--- config.mk ---
export PLATFORM = sky130hd
export DESIGN_NAME = serial_adder
export DESIGN_NICKNAME = d
export VERILOG_FILES = /design/src/rtl/serial_adder_pkg.sv /design/src/rtl/serial_adder_fa.sv /design/src/rtl/serial_adder.sv
export SDC_FILE = /design/constraint.sdc
export NUM_CORES = 1
export LEC_CHECK = 0
export ABC_AREA = 1
export BUFFER_PORTS_ARGS = -buffer_cell sky130_fd_sc_hd__buf_2
export CORE_UTILIZATION = 58
export CTS_CLUSTER_SIZE = 24
export DETAILED_ROUTE_END_ITERATION = 8
export GPL_TIMING_DRIVEN = 0
export PLACE_DENSITY = 0.85
export SETUP_SLACK_MARGIN = 0.5
export SLEW_MARGIN = 0
export SYNTH_ARGS = -nofsm -noshare
export SYNTH_HDL_FRONTEND = slang
export SYNTH_HIERARCHICAL = 1
export SYNTH_SLANG_ARGS = --single-unit
--- constraint.sdc ---
create_clock -name clk -period 2.55 [get_ports clk]
set_input_delay 0.51 -clock clk [delete_from_list [all_inputs] [get_ports clk]]
set_output_delay 0.51 -clock clk [all_outputs]
set_load 0.01 [all_outputs]
--- src/rtl/serial_adder_pkg.sv ---
// serial_adder_pkg
//   Shared definitions for the bit-serial adder: controller state encoding
//   and the default operand width.
package serial_adder_pkg;

    localparam int DEFAULT_WIDTH = 8;

    typedef enum logic [1:0] {
        S_IDLE = 2'b00,
        S_RUN  = 2'b01,
        S_DONE = 2'b10
    } state_t;

endpackage

--- src/rtl/serial_adder_fa.sv ---
// Single-bit full-adder cells used by serial_adder.
//   structuralFullAdder : gate-level cell (XOR/AND/OR), the default cell.
//   behavioralFullAdder : arithmetic cell, drop-in replacement for fast sim.
// Ports (identical order in both):
//   a, b  : operand bits
//   cin   : carry in
//   s     : sum bit
//   cout  : carry out
module structuralFullAdder (
    input  logic a,
    input  logic b,
    input  logic cin,
    output logic s,
    output logic cout
);

    logic axb;
    logic gen;
    logic prop;

    assign axb  = a ^ b;
    assign s    = axb ^ cin;
    assign gen  = a & b;
    assign prop = axb & cin;
    assign cout = gen | prop;

endmodule


--- src/rtl/serial_adder.sv ---
// serial_adder
//   Bit-serial WIDTH-bit adder. One operand bit pair per clock passes through
//   a single full-adder cell; the cell's carry out is registered and fed back
//   as the next bit's carry in. start/busy/done handshake to the controller.
// Ports:
//   clk      : system clock, rising edge
//   rst_n    : asynchronous active-low reset
//   start    : request new addition (accepted in IDLE or DONE)
//   a, b     : operands, captured on the accepted start edge
//   cin      : initial carry, captured on the accepted start edge
//   busy     : high while the addition is running
//   done     : one-cycle pulse, result registers just updated
//   sum      : last completed result
//   cout     : carry out of the MSB for the last completed result
//   overflow : two's-complement overflow for the last completed result
module serial_adder
    import serial_adder_pkg::*;
#(
    parameter int WIDTH = DEFAULT_WIDTH
) (
    input  logic             clk,
    input  logic             rst_n,
    input  logic             start,
    input  logic [WIDTH-1:0] a,
    input  logic [WIDTH-1:0] b,
    input  logic             cin,
    output logic             busy,
    output logic             done,
    output logic [WIDTH-1:0] sum,
    output logic             cout,
    output logic             overflow
);

    localparam int CW = $clog2(WIDTH);

    state_t           state;
    state_t           state_nxt;
    logic             load;
    logic             last;

    logic [WIDTH-1:0] opa;
    logic [WIDTH-1:0] opb;
    logic [WIDTH-1:0] psum;
    logic             carry;
    logic [CW-1:0]    cnt;

    logic             fa_s;
    logic             fa_c;

    structuralFullAdder u_fa (
        .a    (opa[0]),
        .b    (opb[0]),
        .cin  (carry),
        .s    (fa_s),
        .cout (fa_c)
    );

    assign last = (cnt == CW'(WIDTH - 1));

    always_comb begin
        state_nxt = state;
        load      = 1'b0;
        case (state)
            S_IDLE: begin
                if (start) begin
                    load      = 1'b1;
                    state_nxt = S_RUN;
                end
            end
            S_RUN: begin
                if (last) begin
                    state_nxt = S_DONE;
                end
            end
            S_DONE: begin
                // DONE accepts start exactly like IDLE for back-to-back ops.
                if (start) begin
                    load      = 1'b1;
                    state_nxt = S_RUN;
                end else begin
                    state_nxt = S_IDLE;
                end
            end
            default: state_nxt = S_IDLE;
        endcase
    end

    always_ff @(posedge clk or negedge rst_n) begin
        if (!rst_n) begin
            state <= S_IDLE;
        end else begin
            state <= state_nxt;
        end
    end

    always_ff @(posedge clk or negedge rst_n) begin
        if (!rst_n) begin
            opa      <= '0;
            opb      <= '0;
            psum     <= '0;
            carry    <= 1'b0;
            cnt      <= '0;
            sum      <= '0;
            cout     <= 1'b0;
            overflow <= 1'b0;
        end else if (load) begin
            opa   <= a;
            opb   <= b;
            carry <= cin;
            cnt   <= '0;
        end else if (state == S_RUN) begin
            opa   <= opa >> 1;
            opb   <= opb >> 1;
            psum  <= {fa_s, psum[WIDTH-1:1]};
            carry <= fa_c;
            cnt   <= cnt + CW'(1);
            if (last) begin
                sum      <= {fa_s, psum[WIDTH-1:1]};
                cout     <= fa_c;
                // carry currently holds the carry into the MSB.
                overflow <= carry ^ fa_c;
            end
        end
    end

    assign busy = (state == S_RUN);
    assign done = (state == S_DONE);

endmodule

# Word level (Yosys, flattened, before mapping)
# Index checks and enable logic that the tools add are counted.
[op_classes]
n_addsub = 1
n_eq_ne = 5
muxes = 14
n_bitwise = 7
n_reduce_logical = 6
[op_table]
columns = ["cell", "count"]
rows = [
  ["8-bit 2-to-1 mux", 4],
  ["3-bit 2-to-1 mux", 2],
  ["2-bit one-hot mux with 3 select lines", 1],
  ["1-bit 2-to-1 mux", 5],
  ["2-bit 2-to-1 mux", 2],
  ["2-bit AND reduction", 2],
  ["3-bit by 1-bit adder with 3-bit output (second input constant)", 1],
  ["3-bit == test (second input constant)", 1],
  ["3-bit AND reduction", 1],
  ["1-bit XOR", 3],
  ["1-bit bitwise AND", 2],
  ["2-bit by 1-bit == test with 1-bit output (second input constant)", 1],
  ["2-bit == test (second input constant)", 1],
  ["2-bit logical NOT", 1],
  ["2-bit by 1-bit != test with 1-bit output (second input constant)", 1],
  ["2-bit != test (second input constant)", 1],
  ["2-bit nonzero test", 1],
  ["2-bit OR reduction", 1],
  ["1-bit NOT", 1],
  ["1-bit OR", 1],
]
[totals]
regBits = 40
input_bits = 20
out_inout_bits = 12
elab_cells = 42

# Logic depth before layout (Yosys ltp)
# Gate-level depths: netlist of run 1.
[logic_depth]
depth_word = 5
depth_mapped = 7
ltp_nobuf = 6

# By module
# The synthesis of run 1 kept the hierarchy.
[by_module_without_submodules]
columns = ["module", "n_inst", "cells_each", "area_per_inst_um2", "seq_area_each_um2"]
rows = [
  ["serial_adder", 1, 222, 1798.0, 975.9],
  ["structuralFullAdder", 1, 1, 20.0, 0.0],
]

# Worst setup path before layout of run 1
# OpenSTA, ideal clock, no wires.
[synth_path]
path_kind = "reg-to-output"
start = "register state[1]"
end = "output port done"
arrival_time_ns = 0.777
required_time_ns = 2.040
path_slack_ns = 1.263
stages_incl_launch_ff = 4
n_path_buf = 1
path_cell_list = "dfrtp_1 > inv_1 > buf_2 > nor2_1"
[synth_via]
elab_chain_cells = 1
[synth_rtl]
columns = ["element", "line", "text"]
rows = [
  ["start, declared", "serial_adder.sv:36", "state_t state;"],
  ["start signal, assigned", "serial_adder.sv:92", "state <= state_nxt;"],
  ["2-bit == test", "serial_adder.sv:127", "assign done = (state == S_DONE);"],
  ["end, declared", "serial_adder.sv:28", "output logic done,"],
]
# Every way passes these cells.

# Worst setup path after layout of run 1
[layout_path]
start = "register state[0]"
end = "output port busy"
[layout_via]
elab_chain_cells = 1
[layout_rtl]
columns = ["element", "line", "text"]
rows = [
  ["2-bit by 1-bit == test with 1-bit output", "serial_adder.sv:126", "assign busy = (state == S_RUN);"],
  ["end, declared", "serial_adder.sv:27", "output logic busy,"],
]
# Every way passes these cells.

==> results of run 1 <==
## metal layers
layer / up-vias / routed length, µm / global-route usage [%]
li1: 762 / - / -
met1: 727 / 1627 / 31.48
met2: 47 / 1826 / 42.53
met3: 7 / 186 / 7.589
met4: 0 / 75 / 11.56
met5: - / 0 / 0
## stage by stage
step           util, %  hold WS, ns
6_report         73.90       0.2576
3_5_place_dp     70.35       0.4543
4_1_cts          73.90       0.2733
5_1_grt          73.90       0.3074
2_1_floorplan        -       0.2144
3_3_place_gp     70.35       0.4487
## power groups by stage
stage	Sequential, W	Clock, W	Combinational (W)
finish	0.00107	0.000509	0.00114
floorplan	0.00109	0	0.000802
global placement	0.00107	0	0.00108
global route	0.00110	0.000540	0.00131
detailed placement	0.00108	0	0.00113
CTS	0.00107	0.000512	0.00115
## synthesized netlist by cell type
cell / number / area (µm²)
sky130_fd_sc_hd__buf_2: 5 / 25.02
sky130_fd_sc_hd__buf_4: 6 / 45.04
sky130_fd_sc_hd__nand2_1: 88 / 330.3
sky130_fd_sc_hd__inv_1: 18 / 67.56
sky130_fd_sc_hd__nor2_1: 18 / 67.56
sky130_fd_sc_hd__nand3_1: 27 / 135.1
sky130_fd_sc_hd__nand3b_1: 6 / 45.04
sky130_fd_sc_hd__nor2_4: 1 / 11.26
sky130_fd_sc_hd__o21ai_0: 8 / 40.04
sky130_fd_sc_hd__nand2_4: 1 / 11.26
sky130_fd_sc_hd__inv_2: 1 / 3.750
sky130_fd_sc_hd__ha_1: 2 / 25.02
sky130_fd_sc_hd__dfrtp_1: 39 / 975.9
sky130_fd_sc_hd__a21oi_2: 1 / 8.760
sky130_fd_sc_hd__fa_1: 1 / 20.02
sky130_fd_sc_hd__nand2_2: 1 / 6.260
## critical path: stages, from the launching register on
cell	delay, ns
sky130_fd_sc_hd__dfrtp_1	0.46
sky130_fd_sc_hd__inv_2	0.14
sky130_fd_sc_hd__nor2_4	0.13
sky130_fd_sc_hd__buf_4	0.18
sky130_fd_sc_hd__buf_2	0.14
## kinds of logic (layout without fill, tap and decap cells)
family / after synthesis / in the layout / synth area share (%)
simple gates: 142 / 142 / 33.38
flops: 39 / 39 / 53.68
buf+inv: 30 / 68 / 7.776
compound gates: 9 / 9 / 2.684
fa+ha+maj: 3 / 3 / 2.477
## final cells by class
type	count	area [µm²]
Sequential cell	39	975.9
Fill cell	224	744.5
Multi-Input combinational cell	154	700.7
Timing Repair Buffer	30	150.1
Inverter	19	71.32
Buffer	11	70.07
Clock inverter	2	60.06
Clock buffer	6	41.29
Tap cell	31	38.79
## state kept, by name, summed over array words and instances, names as in the netlist, 2 cells and up
register / flops
cnt: 3
state: 2
sum: 8
opb: 8
psum: 7
opa: 8
## worst max path at each step
stage	startpoint	to	slack [ns]	depth (start not counted)
after CTS	state[0]$_DFFE_PN0P_	busy	0.64	4
after global routing	state[0]$_DFFE_PN0P_	busy	0.55	4
after floorplan	state[1]$_DFFE_PN0P_	done	1.26	3
final	state[0]$_DFFE_PN0P_	busy	0.64	4
after global placement	state[0]$_DFFE_PN0P_	busy	1.05	4
after detailed placement	state[0]$_DFFE_PN0P_	busy	1.03	4
==> out/metrics.cfg, run 1 <==
[clock_tree]
cts_max_level = 2
tritoncts_clock_tree = done
cts_root_buf = sky130_fd_sc_hd__clkbuf_4
clk_pin_slew_worst_paths_ns = 0.11
cts.hold.buffers_added = 0
cts_repair_resize_count = 0
insertion_delay_ns = 0.35
cts_buffers = 5
cts_max_path_buffers = 2
post-cts-setup-buffer-count = 0
cts_num_sinks = 39

[logic_synthesis]
synthCells = 223
synthesis.area_um2 = 1818
yosysSeqAreaShare_pct = 53.68
synthesis.yosys.warnings = 6
synthesis.nets = 246
synth_cell_type_count = 16
syn_area_per_cell_um2 = 8.152
synth.ff_latch_count = 39

[sta]
max_slew_margin_pct = 42.96
setup_viol = 0
worst_pin_slew_ns = 0.8556
clock.fmax_mhz = 524.8
final_critical_path_setup_slack_ns = 0.6447
min_period_over_period_pct = 74.72
fin_crit_ns = 1.905
grt_setup_unrepaired = false
finalHoldViolCount = 0
slew_violations = 0
finalClockSkew_ns = 0.01210
setup-tns-final_ns = 0

[finish]
final_design_area_no_fill_um2 = 2108
layoutNonFillerInstCount = 292
final_layout_net_count = 283
layout_cells_sized_above_1_pct = 20.31
final_common_cell = sky130_fd_sc_hd__nand2_1
most-common-layout-cells = sky130_fd_sc_hd__nand2_1, sky130_fd_sc_hd__dfrtp_1, sky130_fd_sc_hd__buf_2
area_delta_synth_final_pct = 15.97
insertedDiodeCount = 0

[power_and_ir_drop]
p_leak_nw = 1.201
power.ir.vdd_worst_mv = 0.6561
internal_power_w = 0.001655
pwr-share-seq_pct = 39.4
clkPwrFrac_pct = 18.7
power.total_w = 0.002721
power.share.switching_pct = 39.20
power.net_switching_w = 0.001067
p_comb_share_pct = 41.9
pwrdens_nw_per_um2 = 1291

[route]
wire_per_inst_um = 12.73
routed_via_density = 5.284
detail-route-antenna-nets = 0
detail_route.iter0.violations = 78
drt_pre_antenna_iters = 7
drc_errors = 2
detail_route.wirelength_um = 3716
detailroute.via_count = 1543

[die]
die_area_um2 = 3362
boundaryPins = 32
chipHeight_um = 57.99
chipWidth_um = 57.99
placeableCoreArea_um2 = 2853
fp-row-count = 19
starting_density_of_the_core_pct = 63.73

[setup_path]
reg2reg_from = cnt[0]$_DFFE_PN0P_
reg2reg_setup_slack_ns = 1.15
cp.arrival_ns = 1.40
reg2regPathDepth = 7
critPathKind = reg -> out
worst_ep_required_time_ns = 2.04
critical_path.startpoint_type = register
critical_path.max_fanout = 10
timing.rr.end = sum[0]$_DFFE_PN0P_
cp-end-kind = output pin

[grt]
grt_max_degree = 40
grt_antenna_before_repair = 0
first_global_vias = 1496
wire_length_of_the_first_global_routing_pass_um = 6389
grt_overflow = 0
global_route_usage_over_all_layers_pct = 25.79

[placement]
dpl.cell_count = 284
port-buffer-count = 30
dpl_cell_area_um2 = 2007
post-place-ws_ns = 1.033
place.gp.congestion = 0.7560
detailedPlacementHpwl_um = 2505

[min_path]
holdCritPathClass = in -> async

[job]
timing.max_cap.violations = 0

[outcome]
failed_checks = design-rule violations
status = complete, but fails checks

Note: power is estimated with default switching activity, not from simulation.
==> run 2: changes to the inputs <==
Settings changed: ABC_AREA 1 to 0, CORE_UTILIZATION 58 to 55, PLACE_DENSITY 0.85 to 0.81.
Clock period 2.55 ns to 1.76 ns, I/O delays scaled along.
==> run 2 against run 1 <==
Effect of this change:
- the flow now finishes without violations
- first-iteration DRC count fell by 72%
- area after synthesis rose by 6.7%
- largest cell class unchanged
- utilization fell by 0.35 points
- non-clock buffer count rose by 17
- power rose by 48%
- largest power group unchanged
- highest routed layer unchanged
- critical path depth rose by 1
- global-route usage fell by 4.8 points
==> out/metrics.cfg, run 2 <==
[outcome]
status = finished clean

[sta]
max_slew_margin_pct = 42.97  ; about the same
clock.fmax_mhz = 598.3
setup_viol = 0  ; unchanged
setup-tns-final_ns = 0  ; unchanged
fin_crit_ns = 1.671
finalClockSkew_ns = 0.01537  ; +0.003266 ns
final_critical_path_setup_slack_ns = 0.08851  ; -0.5562 ns
grt_setup_unrepaired = true
finalHoldViolCount = 0  ; unchanged
slew_violations = 0  ; unchanged
min_period_over_period_pct = 94.97
worst_pin_slew_ns = 0.8555  ; -0.00008470 ns
final.hold.worst_slack_ns = 0.09730  ; -0.1603 ns

[setup_path]
cp.arrival_ns = 1.32  ; -0.08 ns
cp-end-kind = output pin
critical_path.startpoint_type = register
critical_path.max_fanout = 3  ; -7
worst_ep_required_time_ns = 1.41  ; -0.63 ns
critPathKind = reg -> out

[grt]
grt_max_degree = 40  ; unchanged
grt_antenna_before_repair = 0  ; unchanged
wire_length_of_the_first_global_routing_pass_um = 5437  ; -15%
first_global_vias = 1149  ; -23%
grt_overflow = 0  ; unchanged
global_route_usage_over_all_layers_pct = 20.96  ; -4.8 points

[clock_tree]
tritoncts_clock_tree = done
insertion_delay_ns = 0.35  ; about the same
clk_pin_slew_worst_paths_ns = 0.13  ; +0.02 ns
cts_buffers = 5  ; unchanged
cts_num_sinks = 39  ; unchanged
cts_max_level = 2  ; unchanged
cts_max_path_buffers = 2  ; unchanged
cts_root_buf = sky130_fd_sc_hd__clkbuf_4

[finish]
most-common-layout-cells = sky130_fd_sc_hd__mux2i_1, sky130_fd_sc_hd__dfrtp_1, sky130_fd_sc_hd__buf_2
fillerInstances = 264  ; +18%
insertedDiodeCount = 0  ; unchanged
seq_area_um2 = 975.9  ; unchanged
layoutNonFillerInstCount = 238  ; -18%
final_layout_net_count = 214  ; -24%
multiInputGateArea_um2 = 929.6  ; +33%
final_common_cell = sky130_fd_sc_hd__mux2i_1
layout_cells_sized_above_1_pct = 48.96  ; +29 points
area_delta_synth_final_pct = 27.47
reg_top3 = opa (8), opb (8), sum (8)

[placement]
detailedPlacementHpwl_um = 2246  ; -10%
port-buffer-count = 30  ; unchanged
place.gp.congestion = 0.7126  ; -5.7%
post-place-ws_ns = 0.3195  ; -0.7137 ns
dpl.cell_count = 211  ; -26%

[logic_synthesis]
synthesis.area_um2 = 1941  ; +6.7%
synth_enable_flop_cells = 0  ; unchanged
synthFlopType = sky130_fd_sc_hd__dfrtp_1
synthesis.nets = 158  ; -36%
yosys-top-cells-count = sky130_fd_sc_hd__mux2i_1, sky130_fd_sc_hd__dfrtp_1, sky130_fd_sc_hd__mux2_2
yosysSeqAreaShare_pct = 50.29  ; -3.4 points
synth.ff_latch_count = 39  ; unchanged
syn_area_per_cell_um2 = 14.37  ; +76%
async_flop_share_pct = 100.0  ; unchanged
synth_top_area_share_pct = 50.29  ; -3.4 points
synth_most_common_cell = sky130_fd_sc_hd__mux2i_1
synth_top_area_cell = sky130_fd_sc_hd__dfrtp_1
synthCells = 135  ; -39%
synth_top_cells_by_area = sky130_fd_sc_hd__dfrtp_1, sky130_fd_sc_hd__mux2i_1, sky130_fd_sc_hd__mux2_4
synthesis.yosys.warnings = 6  ; unchanged
synth_cell_type_count = 23  ; +7

[die]
boundaryPins = 32  ; unchanged
fp-row-count = 21  ; +2
starting_density_of_the_core_pct = 57.70  ; -6.0 points
placeableCoreArea_um2 = 3363  ; +18%
chipWidth_um = 61.40  ; +5.9%
chipHeight_um = 61.40  ; +5.9%
die_area_um2 = 3770  ; +12%

[route]
wire_per_inst_um = 16.05  ; +26%
detail_route.wirelength_um = 3821  ; +2.8%
routed_via_density = 5.269  ; -0.29%
detail_route.iter0.violations = 22  ; -72%
detailroute.via_count = 1254  ; -19%
drc_errors = 0  ; -2
drt_pre_antenna_iters = 2  ; -5
detail-route-antenna-nets = 0  ; unchanged

[power_and_ir_drop]
pwrdens_nw_per_um2 = 1628  ; +26%
power.ir.vdd_worst_mv = 0.7105  ; +8.3%
p_leak_nw = 1.266  ; +5.4%
power.total_w = 0.004028  ; +48%

[min_path]
holdCritPathClass = in -> async

[job]
timing.max_cap.violations = 0  ; unchanged

## run 2: cell families (layout without fill, tap and decap cells)
logic type	Yosys count	in the layout	share of synthesized area, %
AOI/OAI and AO/OA	6	6	2.128
adders and majority gates	3	3	2.321
DFF	39	39	50.29
buffers and inverters	12	69	4.577
xor gates and xnor gates	2	2	0.9028
and+or+nand+nor	7	7	2.773
muxes	66	66	37.01
## run 2: power by group
part	switching, W	leakage, nW	total [W]	internal (W)
Sequential	0.000305	0.480	0.00161	0.00131
Combinational	0.000790	0.751	0.00196	0.00117
Clock	0.000306	0.0347	0.000455	0.000149
Total	0.00140	1.27	0.00403	0.00263
## run 2: what timing repair did
item	CTS	global route
pin swaps	3	2
setup buffers	12	6
hold buffers	0	0
cloned	1	0
endpoints found under the setup margin	21	45
gates resized for setup	11	11
## run 2: per-stage QoR
step,utilization [%],cell area [µm²]
finish,73.55,2474
global route,73.55,2474
global placement,64.51,2170
CTS,70.80,2381
detailed placement,64.51,2170
floorplan,-,1962
## run 2: worst paths after layout
kind	endpoint	startpoint	slack, ns	cells after the start
max	busy	state[1]$_DFFE_PN0P_	0.09	5
min	state[0]$_DFFE_PN0P_	rst_n	0.1	1
max reg2reg	psum[2]$_DFFE_PN0P_	state[1]$_DFFE_PN0P_	0.27	6
min reg2reg	sum[0]$_DFFE_PN0P_	psum[1]$_DFFE_PN0P_	0.52	1
max in group asynchronous	opb[4]$_DFFE_PN0P_	rst_n	1.12	1
min in group clk	opb[2]$_DFFE_PN0P_	b[2]	0.29	3
## run 2: area by class of cell
cell class,count,area share [%]
repair buffers,49,14.06
flip-flops and latches,39,39.45
plain buffers,9,3.895
multi-input cells,84,37.58
inverters,3,0.5564
clock inverters,3,0.6070
clock buffers,5,1.517
well taps,46,2.327
## run 2: metal layers
metal / vias to the layer above / wire length (µm) / GRT usage (%)
li1: 598 / - / -
met3: 6 / 105 / 5.672
met1: 627 / 1669 / 25.51
met5: - / 0 / 0
met4: 0 / 44 / 7.619
met2: 23 / 2001 / 35.87
## run 2: worst max-delay path, cell delays in order, from the launching register on
cell                       delay, ns
sky130_fd_sc_hd__dfrtp_1        0.45
sky130_fd_sc_hd__buf_6          0.14
sky130_fd_sc_hd__nand2b_4       0.13
sky130_fd_sc_hd__buf_6          0.12
sky130_fd_sc_hd__inv_4          0.04
sky130_fd_sc_hd__buf_6          0.09
